<file path="config.mk">
export PLATFORM = sky130hd
export DESIGN_NAME = tt_um_alu_seq
export DESIGN_NICKNAME = d
export VERILOG_FILES = /design/src/rtl/tt_um_alu_seq.sv
export SDC_FILE = /design/constraint.sdc
export NUM_CORES = 1
export LEC_CHECK = 0
export BUFFER_PORTS_ARGS = -buffer_cell sky130_fd_sc_hd__clkbuf_2
export CORE_MARGIN = 3
export CORE_UTILIZATION = 61
export CTS_CLUSTER_DIAMETER = 150
export DETAILED_ROUTE_END_ITERATION = 6
export PLACE_DENSITY = 0.84
export SETUP_SLACK_MARGIN = 0.1
export SLEW_MARGIN = 0
export SYNTH_ARGS = -nofsm -noshare
export SYNTH_HDL_FRONTEND = slang
export SYNTH_SLANG_ARGS = --single-unit
</file>
<file path="constraint.sdc">
create_clock -name clk -period 6.7 [get_ports clk]
set_clock_uncertainty 0.15 [all_clocks]
set_input_delay 2.01 -clock clk [delete_from_list [all_inputs] [get_ports clk]]
set_output_delay 2.01 -clock clk [all_outputs]
set_load 0.01 [all_outputs]
</file>
<file path="src/rtl/tt_um_alu_seq.sv">
// Sequenced 4-bit ALU: an 8-entry program of {opcode, B} steps is loaded one
// entry per wr strobe, then run against an accumulator seeded on start.
module tt_um_alu_seq (
    input  logic       clk,
    input  logic       rst_n,
    input  logic       ena,
    input  logic [7:0] ui_in,
    input  logic [7:0] uio_in,
    output logic [7:0] uo_out,
    output logic [7:0] uio_out,
    output logic [7:0] uio_oe
);

    typedef enum logic [1:0] {
        S_IDLE = 2'd0,
        S_RUN  = 2'd1,
        S_DONE = 2'd2
    } state_t;

    state_t     state;
    state_t     state_nxt;

    logic [3:0] mem [8];
    logic [2:0] wptr;
    logic [3:0] count;
    logic [2:0] pc;
    logic [3:0] acc;
    logic       carry;
    logic       done;

    logic       wr;
    logic       start;
    logic       clr;
    logic       unused_uio;

    logic       do_wr;
    logic       do_start;
    logic       do_clr;
    logic       do_exec;
    logic       last;
    logic [3:0] instr;
    logic [4:0] alu_res;

    assign wr         = uio_in[0];
    assign start      = uio_in[1];
    assign clr        = uio_in[2];
    assign unused_uio = ^uio_in[7:3];

    // Result bit 4 is carry (add) or borrow (sub); logic/shift ops clear it.
    function automatic logic [4:0] alu_op(input logic [2:0] op,
                                          input logic [3:0] a,
                                          input logic       b);
        logic [3:0] bx;
        bx     = {3'b000, b};
        alu_op = 5'b0;
        case (op)
            3'b000: alu_op = {1'b0, a} + {1'b0, bx};
            3'b001: alu_op = {1'b0, a} - {1'b0, bx};
            3'b010: alu_op = {1'b0, a & bx};
            3'b011: alu_op = {1'b0, a | bx};
            3'b100: alu_op = {1'b0, a ^ bx};
            3'b101: alu_op = {1'b0, ~a};
            3'b110: alu_op = {1'b0, a[2:0], 1'b0};
            3'b111: alu_op = {2'b00, a[3:1]};
        endcase
    endfunction

    assign instr   = mem[pc];
    assign alu_res = alu_op(instr[3:1], acc, instr[0]);
    assign last    = ({1'b0, pc} == (count - 4'd1));

    // Control strobes are mutually exclusive: clr > start > wr, all ignored in RUN.
    always_comb begin
        state_nxt = state;
        do_wr     = 1'b0;
        do_start  = 1'b0;
        do_clr    = 1'b0;
        do_exec   = 1'b0;
        if (ena) begin
            case (state)
                S_RUN: begin
                    do_exec = 1'b1;
                    if (last) begin
                        state_nxt = S_DONE;
                    end
                end
                default: begin
                    if (clr) begin
                        do_clr    = 1'b1;
                        state_nxt = S_IDLE;
                    end else if (start) begin
                        do_start  = 1'b1;
                        state_nxt = (count != 4'd0) ? S_RUN : S_DONE;
                    end else if (wr && (count != 4'd8)) begin
                        do_wr = 1'b1;
                    end
                end
            endcase
        end
    end

    always_ff @(posedge clk or negedge rst_n) begin
        if (!rst_n) begin
            state <= S_IDLE;
        end else begin
            state <= state_nxt;
        end
    end

    always_ff @(posedge clk or negedge rst_n) begin
        if (!rst_n) begin
            wptr  <= 3'd0;
            count <= 4'd0;
            pc    <= 3'd0;
            acc   <= 4'd0;
            carry <= 1'b0;
            done  <= 1'b0;
        end else if (do_clr) begin
            wptr  <= 3'd0;
            count <= 4'd0;
            done  <= 1'b0;
        end else if (do_start) begin
            acc   <= ui_in[3:0];
            carry <= 1'b0;
            pc    <= 3'd0;
            done  <= (count == 4'd0);
        end else if (do_wr) begin
            wptr  <= wptr + 3'd1;
            count <= count + 4'd1;
        end else if (do_exec) begin
            {carry, acc} <= alu_res;
            if (last) begin
                pc   <= 3'd0;
                done <= 1'b1;
            end else begin
                pc <= pc + 3'd1;
            end
        end
    end

    // Program storage is deliberately left out of reset so it survives clr.
    always_ff @(posedge clk) begin
        if (do_wr) begin
            mem[wptr] <= ui_in[7:4];
        end
    end

    assign uo_out  = {done, (state == S_RUN), (acc == 4'd0), carry, acc};
    assign uio_out = {(count == 4'd8), pc, 4'b0000};
    assign uio_oe  = 8'hF0;

endmodule

</file>
==> impl_metrics.toml <==
[logic_synthesis]
yosys_most_used_dff = "edfxtp_1"
syn_area_um2 = 2750
synth_area_per_cell_um2 = 12.6
seq_area_frac_synth = 0.512
synth.area.top_cells = "edfxtp_1 (35%), dfrtp_1 (16%), ha_1 (5.0%), buf_4 (4.6%), mux4_1 (3.8%)"
async_reset_ff_frac = 0.360
synth_edf_count = 32
synth_top_area_frac = 0.349
synth.most_common_cell = "edfxtp_1"
synth_warnings = 0
ys_ff_latch = 50
synth.distinct_cells = 54
synth_common_cells = "edfxtp_1 (32), dfrtp_1 (18), buf_4 (17), nand2_1 (16), ha_1 (11)"
synth_top_area_cell = "edfxtp_1"
synth_cells = 219

[outcome]
status = "finished, final reports clean"

[power]
ir_drop_mv = 0.178
power_density_nw_per_um2 = 287
p_leak_uw = 0.00119
total_power_uw = 838

[global_route]
antenna_found_initial = 0
grt.total_usage = 0.204
grt.overflow.total = 0
grt_pass1_wl_mm = 8.20
grt_max_degree = 19
grt_pass1_vias = 1638

[sta]
fmax_mhz = 241
slew_violations = 0
min_period_over_period = 0.620
setup_tns_ns = 0
tightest_slew_ns = 1.05
whs_ns = 0.361
setup_viol = 0
final.setup.worst_slack_ns = 2.55
slew_headroom = 0.300
rsz0062_at_grt = "no"
period_minus_slack_ns = 4.15
hold_violations = 0

[clocking]
clk_pin_slew_ns = 0.10
numCtsBuffers = 5
root_buffer = "clkbuf_8"
h-tree-depth = 2
hold_buffers = 0
cts_tree = "yes"
clock_latency_ns = 0.31
postCtsSetupBuffers = 0
clockBufferDepth = 2
numClockSinks = 50
cts_resized = 0

[die]
io_pins = 43
die_y_um = 73.2
fp.dieW_um = 73.2
row_count = 23
start_util = 0.660
core_area_um2 = 4170
die_area_um2 = 5360

[cells_and_area]
diodes = 0
fillers = 290
drive_gt1_frac = 0.208
fin_util = 0.700
nets = 270
area_delta_synth_final_pct = 6.13

[worst_hold_path]
min_path_type = "reg -> reg"

[placement]
place_congestion = 0.795
dp_hpwl_mm = 3.42
portBuffers = 25
dp_slack_ns = 2.24

[route]
wirelength_mm = 4.83
route.vias.total = 1724
dr.pass1.iters = 4
viasPerCell = 5.94
drc = 0
post_drt_wl_per_cell_um = 16.7
ant_nets = 0
drt_iter0_drc = 104

[setup_path]
cp_max_fo = 8
crit_required_ns = 6.50
cp.arrival_ns = 3.95
endpoint_kind = "flip-flop"
cp-start-kind = "primary input"
worst-setup-path-type = "in -> reg"

[flow_run]
cap_violations = 0
metrics by stage:
stage / instances / cell area, um^2
2_1_floorplan: 229 / 2790
4_1_cts: 290 / 2920
3_3_place_gp: 282 / 2830
5_1_grt: 290 / 2920
6_report: 290 / 2920
3_5_place_dp: 282 / 2830
layout by cell type (no fill, tap or decap), drive strengths merged, types with 3 or more instances in the layout:
cell type,instances
o21ai,9
nor3,8
conb,12
o221ai,3
mux2i,4
dfrtp,18
ha,11
edfxtp,32
xor2,6
nor3b,4
mux2,4
inv,12
nand2,16
a21oi,4
nor2,9
xnor2,3
nand4,4
clkbuf,30
mux4,8
nand3,9
o31ai,3
final timing paths:
path | startpoint | endpoint | slack [ns] | cells after the start
worst max-delay path | uio_in[2] | mem[5][0] | 2.55 | 6
worst min-delay path | carry | carry | 0.36 | 2
worst max register to register | pc[0] | acc[3] | 3.04 | 10
worst min register to register | carry | carry | 0.36 | 2
max in group asynchronous | rst_n | count[1] | 4.60 | 1
min in group asynchronous | rst_n | carry | 1.48 | 1
critical path, stage by stage:
cell and delay [ns]:
clkbuf_2 0.12, nor2_1 0.14, nand2_1 0.08, nor3_1 0.70, nand2_1 0.25, nor3b_1 0.65
kinds of logic (layout without fill, tap and decap cells):
kind of cell | Yosys count | after routing | synth area share
DFF | 50 | 50 | 0.512
adders and majority gates | 12 | 12 | 0.0572
xor gates and xnor gates | 9 | 9 | 0.0286
buffers and inverters | 32 | 43 | 0.0695
AOI/OAI and AO/OA | 31 | 31 | 0.0827
and+or+nand+nor | 67 | 67 | 0.139
muxes | 16 | 16 | 0.108
other | 2 | 12 | 0.00273
power breakdown:
part / switching, uW / leakage (uW) / internal, uW
clock network: 110 / 0.0000506 / 78.2
registers: 44.0 / 0.000524 / 349
logic: 130 / 0.000613 / 127
total: 284 / 0.00119 / 554
layer usage:
metal	GRT usage	up-vias	routed length [um]
li1	-	837	-
met1	0.278	835	2150
met2	0.325	42	2370
met3	0.0468	10	230
met4	0.0656	0	85
met5	0	-	0
layout make-up:
class	instances	area [um^2]	area share
multi-input combinational	147	1190	0.407
inverter	10	37.5	0.0128
clock inverter	3	28.8	0.00985
clock buffer	5	68.8	0.0235
timing repair buffer	25	125	0.0428
sequential	50	1410	0.483
tap	50	62.6	0.0214
sequential cells by signal (all words and copies together) (netlist names):
signal and count:
acc 4, carry 1, count 4, done 1, mem 32, pc 3
state 2, wptr 3
Note: power is estimated with default switching activity, not from simulation.
